$ cat src/rtl/weight_pkg.sv
// weight_pkg: shared defaults and state enums for the weight feeder.
package weight_pkg;
    localparam int DATA_W_D = 8;
    localparam int COLS_D = 8;
    localparam int ROWS_D = 7;
    typedef enum logic [1:0] {EMPTY, FILLING, FULL, STREAMING} bank_state_t;
    typedef enum logic [1:0] {IDLE, REQ, WAIT, STREAM} feed_state_t;
endpackage

$ cat src/rtl/weight_feeder_if.sv
// weight_feeder_if: host row-write and controller load/weight-row signals.
interface weight_feeder_if #(
    parameter int DATA_W = weight_pkg::DATA_W_D,
    parameter int COLS = weight_pkg::COLS_D
);
    logic w_valid;
    logic [COLS*DATA_W-1:0] w_data;
    logic w_ready;
    logic trigger_weight;
    logic load;
    logic [COLS*DATA_W-1:0] weight_row;
    logic weight_valid;
    modport master (
        output w_valid, w_data, load,
        input w_ready, trigger_weight, weight_row, weight_valid
    );
    modport slave (
        input w_valid, w_data, load,
        output w_ready, trigger_weight, weight_row, weight_valid
    );
endinterface

$ cat src/rtl/weight_bank.sv
// weight_bank: ROWS-deep row register file, one write port, async read port.
module weight_bank #(
    parameter int DATA_W = 8,
    parameter int COLS = 8,
    parameter int ROWS = 7,
    parameter int PW = 3
) (
    input  logic clk,
    input  logic we_i,
    input  logic [PW-1:0] waddr_i,
    input  logic [COLS*DATA_W-1:0] wdata_i,
    input  logic [PW-1:0] raddr_i,
    output logic [COLS*DATA_W-1:0] rdata_o
);
    logic [COLS*DATA_W-1:0] mem_q [ROWS];
    always_ff @(posedge clk)
        if (we_i) mem_q[waddr_i] <= wdata_i;
    assign rdata_o = mem_q[raddr_i];
endmodule

$ cat src/rtl/weight_feeder.sv
// weight_feeder: ping-pong weight matrix buffer feeding the systolic array.
// Host fills banks row by row; a full bank is streamed one row per load cycle.
module weight_feeder
    import weight_pkg::*;
#(
    parameter int DATA_W = DATA_W_D,
    parameter int COLS = COLS_D,
    parameter int ROWS = ROWS_D
) (
    input  logic clk,
    input  logic rst,
    weight_feeder_if.slave wf,
    output logic underrun_err_o,
    output logic short_err_o
);
    localparam int W = COLS * DATA_W;
    localparam int PW = ROWS > 1 ? $clog2(ROWS) : 1;
    localparam int CW = $clog2(ROWS + 1);
    bank_state_t bst_q [2];
    bank_state_t bst_d [2];
    feed_state_t st_q, st_d;
    logic wr_bank_q, wr_bank_d, rd_bank_q, rd_bank_d;
    logic [PW-1:0] wr_ptr_q, wr_ptr_d;
    logic [CW-1:0] rd_cnt_q, rd_cnt_d;
    logic underrun_q, underrun_d, short_q, short_d;
    logic any_full, both_full, oldest, rd_sel, ready, wr_fire, wr_last, rd_done, valid;
    logic [PW-1:0] rd_ptr;
    logic [W-1:0] rdata [2];
    assign any_full = bst_q[0] == FULL || bst_q[1] == FULL;
    assign both_full = bst_q[0] == FULL && bst_q[1] == FULL;
    // Banks fill alternately, so with both full the write pointer sits on the older one.
    assign oldest = both_full ? wr_bank_q : bst_q[1] == FULL;
    assign rd_sel = st_q == WAIT ? oldest : rd_bank_q;
    assign rd_done = rd_cnt_q == CW'(ROWS);
    assign rd_ptr = rd_done ? PW'(ROWS - 1) : PW'(rd_cnt_q);
    assign ready = bst_q[wr_bank_q] == EMPTY || bst_q[wr_bank_q] == FILLING;
    assign wr_fire = wf.w_valid && ready;
    assign wr_last = wr_ptr_q == PW'(ROWS - 1);
    assign valid = wf.load && (st_q == WAIT || st_q == STREAM);
    assign wf.w_ready = ready;
    assign wf.trigger_weight = st_q == REQ;
    assign wf.weight_valid = valid;
    assign wf.weight_row = valid ? rdata[rd_sel] : '0;
    assign underrun_err_o = underrun_q;
    assign short_err_o = short_q;
    for (genvar g = 0; g < 2; g++) begin : g_bank
        weight_bank #(.DATA_W(DATA_W), .COLS(COLS), .ROWS(ROWS), .PW(PW)) u_bank (
            .clk(clk),
            .we_i(wr_fire && wr_bank_q == 1'(g)),
            .waddr_i(wr_ptr_q),
            .wdata_i(wf.w_data),
            .raddr_i(rd_ptr),
            .rdata_o(rdata[g])
        );
    end
    always_comb begin
        bst_d = bst_q;
        st_d = st_q;
        wr_bank_d = wr_bank_q;
        wr_ptr_d = wr_ptr_q;
        rd_bank_d = rd_bank_q;
        rd_cnt_d = rd_cnt_q;
        underrun_d = underrun_q;
        short_d = short_q;
        if (wr_fire) begin
            wr_ptr_d = wr_last ? '0 : wr_ptr_q + 1'b1;
            bst_d[wr_bank_q] = wr_last ? FULL : FILLING;
            wr_bank_d = wr_bank_q ^ wr_last;
        end
        case (st_q)
            IDLE: begin
                st_d = any_full ? REQ : IDLE;
                underrun_d = underrun_q | (wf.load && !any_full);
            end
            REQ: begin
                st_d = WAIT;
                underrun_d = underrun_q | (wf.load && !any_full);
            end
            WAIT: if (wf.load) begin
                st_d = STREAM;
                rd_bank_d = oldest;
                bst_d[oldest] = STREAMING;
                rd_cnt_d = CW'(1);
            end
            STREAM: if (wf.load) begin
                rd_cnt_d = rd_done ? rd_cnt_q : rd_cnt_q + 1'b1;
                short_d = short_q | rd_done;
            end else begin
                st_d = IDLE;
                bst_d[rd_bank_q] = EMPTY;
                rd_cnt_d = '0;
                short_d = short_q | !rd_done;
            end
            default: st_d = IDLE;
        endcase
    end
    always_ff @(posedge clk) begin
        if (rst) begin
            bst_q <= '{EMPTY, EMPTY};
            st_q <= IDLE;
            wr_bank_q <= 1'b0;
            wr_ptr_q <= '0;
            rd_bank_q <= 1'b0;
            rd_cnt_q <= '0;
            underrun_q <= 1'b0;
            short_q <= 1'b0;
        end else begin
            bst_q <= bst_d;
            st_q <= st_d;
            wr_bank_q <= wr_bank_d;
            wr_ptr_q <= wr_ptr_d;
            rd_bank_q <= rd_bank_d;
            rd_cnt_q <= rd_cnt_d;
            underrun_q <= underrun_d;
            short_q <= short_d;
        end
    end
endmodule

$ cat src/flat_wrapper.sv
// flat-port wrapper written by rule: the top's interface ports become plain ports
module weight_feeder_flat import weight_pkg::*;
#(
    parameter int DATA_W = DATA_W_D,
    parameter int COLS = COLS_D,
    parameter int ROWS = ROWS_D
)
  (clk, rst, underrun_err_o, short_err_o, wf_w_valid, wf_w_data, wf_load, wf_w_ready, wf_trigger_weight, wf_weight_row, wf_weight_valid);
  weight_feeder_if #(.DATA_W(DATA_W), .COLS(COLS)) wf_i ();
  input  logic clk;
  input  logic rst;
  output logic underrun_err_o;
  output logic short_err_o;
  input wire logic [$bits(wf_i.w_valid)-1:0] wf_w_valid;
  input wire logic [$bits(wf_i.w_data)-1:0] wf_w_data;
  input wire logic [$bits(wf_i.load)-1:0] wf_load;
  output wire logic [$bits(wf_i.w_ready)-1:0] wf_w_ready;
  output wire logic [$bits(wf_i.trigger_weight)-1:0] wf_trigger_weight;
  output wire logic [$bits(wf_i.weight_row)-1:0] wf_weight_row;
  output wire logic [$bits(wf_i.weight_valid)-1:0] wf_weight_valid;
  assign wf_i.w_valid = wf_w_valid;
  assign wf_i.w_data = wf_w_data;
  assign wf_i.load = wf_load;
  assign wf_w_ready = wf_i.w_ready;
  assign wf_trigger_weight = wf_i.trigger_weight;
  assign wf_weight_row = wf_i.weight_row;
  assign wf_weight_valid = wf_i.weight_valid;
  weight_feeder #(.DATA_W(DATA_W), .COLS(COLS), .ROWS(ROWS)) u_core (.clk(clk), .rst(rst), .wf(wf_i), .underrun_err_o(underrun_err_o), .short_err_o(short_err_o));
endmodule
$ cat config.mk
export PLATFORM = sky130hd
export DESIGN_NAME = weight_feeder_flat
export DESIGN_NICKNAME = d
export VERILOG_FILES = /design/src/rtl/weight_pkg.sv /design/src/rtl/weight_feeder_if.sv /design/src/rtl/weight_bank.sv /design/src/rtl/weight_feeder.sv /design/src/flat_wrapper.sv
export SDC_FILE = /design/constraint.sdc
export NUM_CORES = 1
export LEC_CHECK = 0
export BUFFER_PORTS_ARGS = -buffer_cell sky130_fd_sc_hd__buf_4
export CAP_MARGIN = 20
export CORE_ASPECT_RATIO = 1.75
export CORE_MARGIN = 2
export CORE_UTILIZATION = 41
export DETAILED_ROUTE_END_ITERATION = 6
export PLACE_DENSITY_LB_ADDON = 0.2
export SYNTH_ARGS = -nofsm -noshare
export SYNTH_HDL_FRONTEND = slang
export SYNTH_HIERARCHICAL = 1
export SYNTH_SLANG_ARGS = --single-unit
$ cat constraint.sdc
create_clock -name clk -period 17.1 [get_ports clk]
set_input_delay 2.565 -clock clk [delete_from_list [all_inputs] [get_ports clk]]
set_output_delay 2.565 -clock clk [all_outputs]
set_load 0.02 [all_outputs]
# After elaboration in Yosys (flattened, before gate mapping)
# Memories as Yosys holds them, arrays and structs flattened.
# Cells that the tools add are included.
# totals
memories	2
mem_bits_rw	896
register_bits	16
out_inout_bits	69
inputBits	68
word_cells	100
# op_classes
add_sub_neg	2
eq_ne	11
n_reduce_logical	21
order_cmp	7
bitwise_logic	12
muxes	36
# memory_table
name	depth	width	read_ports	rd_ports_with_merged_regs	write_ports	line_no	text
u_core.g_bank[0].u_bank.mem_q	7	64	1	0	1	weight_bank.sv:15	logic [COLS*DATA_W-1:0] mem_q [ROWS];
u_core.g_bank[1].u_bank.mem_q	7	64	1	0	1	weight_bank.sv:15	
# ops
cell	count
two-way mux 64 bit	4
two-way mux 2 bit	9
two-way mux 3 bit	5
two-way mux 4 bit	3
logical AND 1 bit	9
equality test 2 bit, second input constant	4
greater-or-equal comparator 2 bit, second input constant	4
two-way mux 1 bit	8
NOT 1 -> 2 bit	4
one-hot mux 2 bit (4 select lines)	1
one-hot mux 4 bit (2 select lines)	1
adder 3 x 1 -> 3 bit, second input constant	2
demux 2 bit (select 1 bit)	3
equality test 3 bit, second input constant	2
less-than comparator 2 x 1 -> 1 bit, second input constant	3
one-hot mux 3 bit (2 select lines)	1
AND 4 bit	1
bitwise mux 4 bit	1
equality test 2 x 1 -> 1 bit, second input constant	2
zero test 2 bit	2
inequality test 2 bit, second input constant	2
NOT 4 bit	1
bitwise OR 4 bit	1
AND reduction 2 bit	2
other kinds (9)	14

# Depth between registers and ports, before layout
# logic_depth
word_depth	11
ltp_mapped	11

# Cells and area by module
# Netlist, hierarchy kept.
# modules_own_cells
mod	seq_area_each_um2	instances	cells_per_inst	area_each_um2
weight_bank (u_core.g_bank[1].u_bank)	13452.9	1	903	18298.8
weight_bank (u_core.g_bank[0].u_bank)	13452.9	1	903	18291.3
weight_feeder	320.3	1	318	2245.9

# Worst setup path after synthesis
# OpenSTA, ideal clock, no wires.
# synth_timing
kind	input-to-reg
startpoint	in wf_w_valid
endpoint	mem u_core/g_bank[0].u_bank/mem_q[0][0] (netlist bit) (enable)
setup_slack_ps	9104
n_path_buf	0
required_ps	16535
path_stages	3
arrival_time_ps	7431
setup_time_ps	565
path_cell_list	nor3b_1 nand2b_1 nor3_1
# synth_between
elab_chain_cells	4
# synth_lines
element	line_no	text
from (decl)	flat_wrapper.sv:14	input wire logic [$bits(wf_i.w_valid)-1:0] wf_w_valid;
logical AND 1 bit	weight_feeder.sv:37	assign wr_fire = wf.w_valid && ready;
logical AND 1 bit	weight_feeder.sv:49	.we_i(wr_fire && wr_bank_q == 1'(g)),
two-way mux 1 bit	weight_bank.sv:17	if (we_i) mem_q[waddr_i] <= wdata_i;
two-way mux 1 bit (not written as such)	weight_bank.sv:17	
to (decl)	weight_bank.sv:15	
# Every way passes these cells.

==> results.py <==
metrics = {
    "status": {
        "outcome": "finished, final reports clean",
    },
    "power": {
        "p_leak_nw": 13.3,
        "vdd_drop_max_mv": 0.0860,
        "cellPowerDensity_nw_per_um2": 104,
        "pwr-share-seq": 0.548,
        "switching_power_mw": 0.872,
        "internal_power_mw": 3.66,
        "clockPowerShare": 0.431,
        "switching_share": 0.192,
        "pwr-share-comb": 0.021,
    },
    "die": {
        "die-area_sq_um": 97300,
        "die_h_um": 411,
        "rows": 149,
        "core-area_sq_um": 94100,
        "boundaryPins": 137,
        "die_x_um": 237,
        "initial_core_util": 0.413,
    },
    "job": {
        "cap_violations": 0,
    },
    "critical_path": {
        "critPathArrivalTime_ns": 5.68,
        "cp_max_fo": 132,
        "crit_type": "flip-flop to primary output",
        "cp-end-kind": "primary output",
        "crit_path_frequent_cell": "buf_4",
        "slowest_stage": "buf_4",
        "cpPeakStageDelay_ns": 0.80,
        "critPathLaunchType": "flip-flop",
        "crit_required_ns": 14.53,
        "crit_path_cell_trace": "ha_1 -> ha_1 -> or2_4 -> buf_12 -> buf_4 -> buf_16 -> buf_4 -> mux2i_1 -> o221ai_2 -> nand2_1 -> mux2i_1 -> buf_4",
    },
    "sta": {
        "hold_ws_ns": 0.479,
        "finalCriticalPeriod_ns": 8.24,
        "setup_viol": 0,
        "fmax_mhz": 121,
        "hold_viol_final": 0,
        "tightest_slew_ns": 1.11,
        "skew_ns": 0.0225,
        "layout_setup_ws_ns": 8.86,
        "rsz0062_at_grt": "no",
        "slew_viol_final": 0,
        "slew_headroom": 0.261,
        "tns_ns": 0,
        "finalCritPeriodShare": 0.482,
    },
    "clock_network": {
        "cts_resized": 0,
        "cts_setup_buffers": 0,
        "ctsHoldBuffers": 0,
        "clk_path_buf_depth": 3,
        "cts.sinks": 912,
        "clock_latency_ns": 0.66,
        "cts_tree": "done",
        "cts_max_level": 3,
        "cts_buffers": 83,
        "clockRootBuffer": "clkbuf_16",
        "path_clk_slew_ns": 0.06,
    },
    "grt": {
        "grt_use_total": 0.192,
        "antenna_found_initial": 4,
        "grt_pass1_wl_um": 137000,
        "grt_overflow_total": 0,
        "first_global_vias": 20523,
        "grt_max_degree": 133,
    },
    "place": {
        "place.gp.congestion": 0.721,
        "pre_cts_ws_ns": 9.14,
        "dpl.hpwl_um": 46100,
        "port_buffers": 136,
    },
    "detailed_routing": {
        "drt-initial-drc-count": 1301,
        "vias": 19468,
        "routed_wl_um": 92800,
        "first_pass_iters": 6,
        "drc_errors": 0,
        "drtAntennaViolNets": 0,
        "post_drt_wl_per_cell_um": 26.4,
        "viasPerCell": 5.53,
    },
    "worst_hold_path": {
        "hold_path.class": "flip-flop to flip-flop",
    },
    "synthesis": {
        "synthCells": 2124,
        "ys.flop_type": "edfxtp_1",
        "synth_top_family_by_area": "multiplexers",
        "synth_top_cell_by_area": "edfxtp_1",
        "ys_async_sr_fraction": 0,
        "synth.distinct_cells": 45,
        "syn-mean-instance-area_sq_um": 18.3,
        "ys_seq_area_frac": 0.701,
        "synth_area_sq_um": 38800,
        "ys_top_cells_by_count": "896 x edfxtp_1, 323 x mux2i_1, 136 x nand2_1",
        "yosys.area_share.adder": 0.00258,
        "synth_edf_count": 896,
        "synth_compound_area_frac": 0.0936,
        "synth-simple-area-share": 0.0417,
        "ys_top_cells_by_area": "edfxtp_1 69%, mux2i_1 8.3%, mux2_4 4.6%, o221ai_2 4.6%, o211ai_2 3.9%",
        "ys_ff_latch": 912,
        "yosys.area.top_type_share": 0.693,
        "synth-xor-area-share": 0,
        "syn_nets": 2200,
        "synthMuxAreaShare": 0.133,
        "ys_warn_count": 6,
        "yosys.cell_count.top_type": "edfxtp_1",
    },
    "cells_and_area": {
        "fill_cells": 7932,
        "syn_to_final_growth_pct": 12.4,
        "drive_above_1_share": 0.301,
        "nets": 2325,
    },
}
cell families after synthesis:
kind of cell,after synthesis
flops,912
mux,453
simple gates,317
compound gates,286
buf+inv,148
fa+ha+maj,8
worst max-delay path, delay by kind of cell (launching register included):
family          cells  cell delay (ns)
compound gates      1             0.19
fa+ha+maj           2             0.43
buf+inv             5             2.41
flops               1             0.39
mux                 2             0.60
simple gates        2             0.84
sequential cells by signal, indices dropped and copies added, names as in the netlist:
name and flops:
u_core/short_err_o 1, u_core/g_bank.u_bank/mem_q 896, u_core/st_q 2, u_core/bst_q 4, u_core/rd_cnt_q 3, u_core/wr_ptr_q 3, u_core/wr_bank_q 1, u_core/underrun_err_o 1
u_core/rd_bank_q 1
power groups by stage:
stage / Clock [mW] / Combinational, mW / Sequential, mW
floorplan: 0 / 0.0376 / 2.54
global placement: 0 / 0.0936 / 2.53
detailed placement: 0 / 0.0977 / 2.54
CTS: 2.00 / 0.0977 / 2.49
global route: 2.08 / 0.105 / 2.49
finish: 1.95 / 0.0953 / 2.49
metal layers:
metal / global-route usage / wire length [um] / vias up / part of all wire
met5: 0 / 13 / - / 0.00014
met2: 0.337 / 47900 / 376 / 0.52
li1: - / - / 8671 / -
met1: 0.249 / 39600 / 10332 / 0.43
met3: 0.0294 / 3770 / 87 / 0.041
met4: 0.0468 / 1530 / 2 / 0.016
path summary, 6_finish.rpt:
| check | startpoint | end | slack, ns | cells past startpoint |
|---|---|---|---|---|
| hold reg to reg | u_core/bst_q[0]$_SDFF_PP0_ | u_core/bst_q[0]$_SDFF_PP0_ | 0.48 | 2 |
| setup / recovery | u_core/rd_cnt_q[0]$_SDFFE_PP0P_ | wf_weight_row[58] | 8.86 | 12 |
| setup reg to reg | u_core/wr_bank_q$_SDFFE_PP0N_ | u_core/g_bank[1].u_bank/mem_q[4][26]$_DFFE_PP_ | 13.96 | 5 |
| hold / removal | u_core/bst_q[0]$_SDFF_PP0_ | u_core/bst_q[0]$_SDFF_PP0_ | 0.48 | 2 |
per-stage QoR:
step	utilization	std cells	instance area [sq um]	total power, mW
global placement	0.433	3371	40800	2.63
finish	0.463	3521	43600	4.54
CTS	0.463	3518	43600	4.58
floorplan	-	2124	38800	2.57
global route	0.463	3521	43600	4.67
detailed placement	0.433	3371	40800	2.63
cell type report:
class / instances / area, sq um / area share
sequential: 912 / 27200 / 0.624
multi-input combinational: 1064 / 10600 / 0.243
clock buffer: 100 / 2230 / 0.0510
tap: 1208 / 1510 / 0.0346
timing repair buffer: 180 / 1410 / 0.0323
clock inverter: 47 / 606 / 0.0139
inverter: 8 / 30.0 / 0.000688
antenna: 2 / 5.00 / 0.000115
cells in the final DEF (no fill, tap or decap), drive strengths merged, types with 7 or more instances in the layout:
master,n
mux2i,323
dfxtp,16
o221ai,128
mux2,130
ha,8
nand2,136
a21oi,10
nor3,8
clkinv,28
inv,9
buf,180
bufinv,15
o21ai,7
clkbuf,100
o211ai,129
nor2,14
nand2b,135
edfxtp,896
Note: power is estimated with default switching activity, not from simulation.
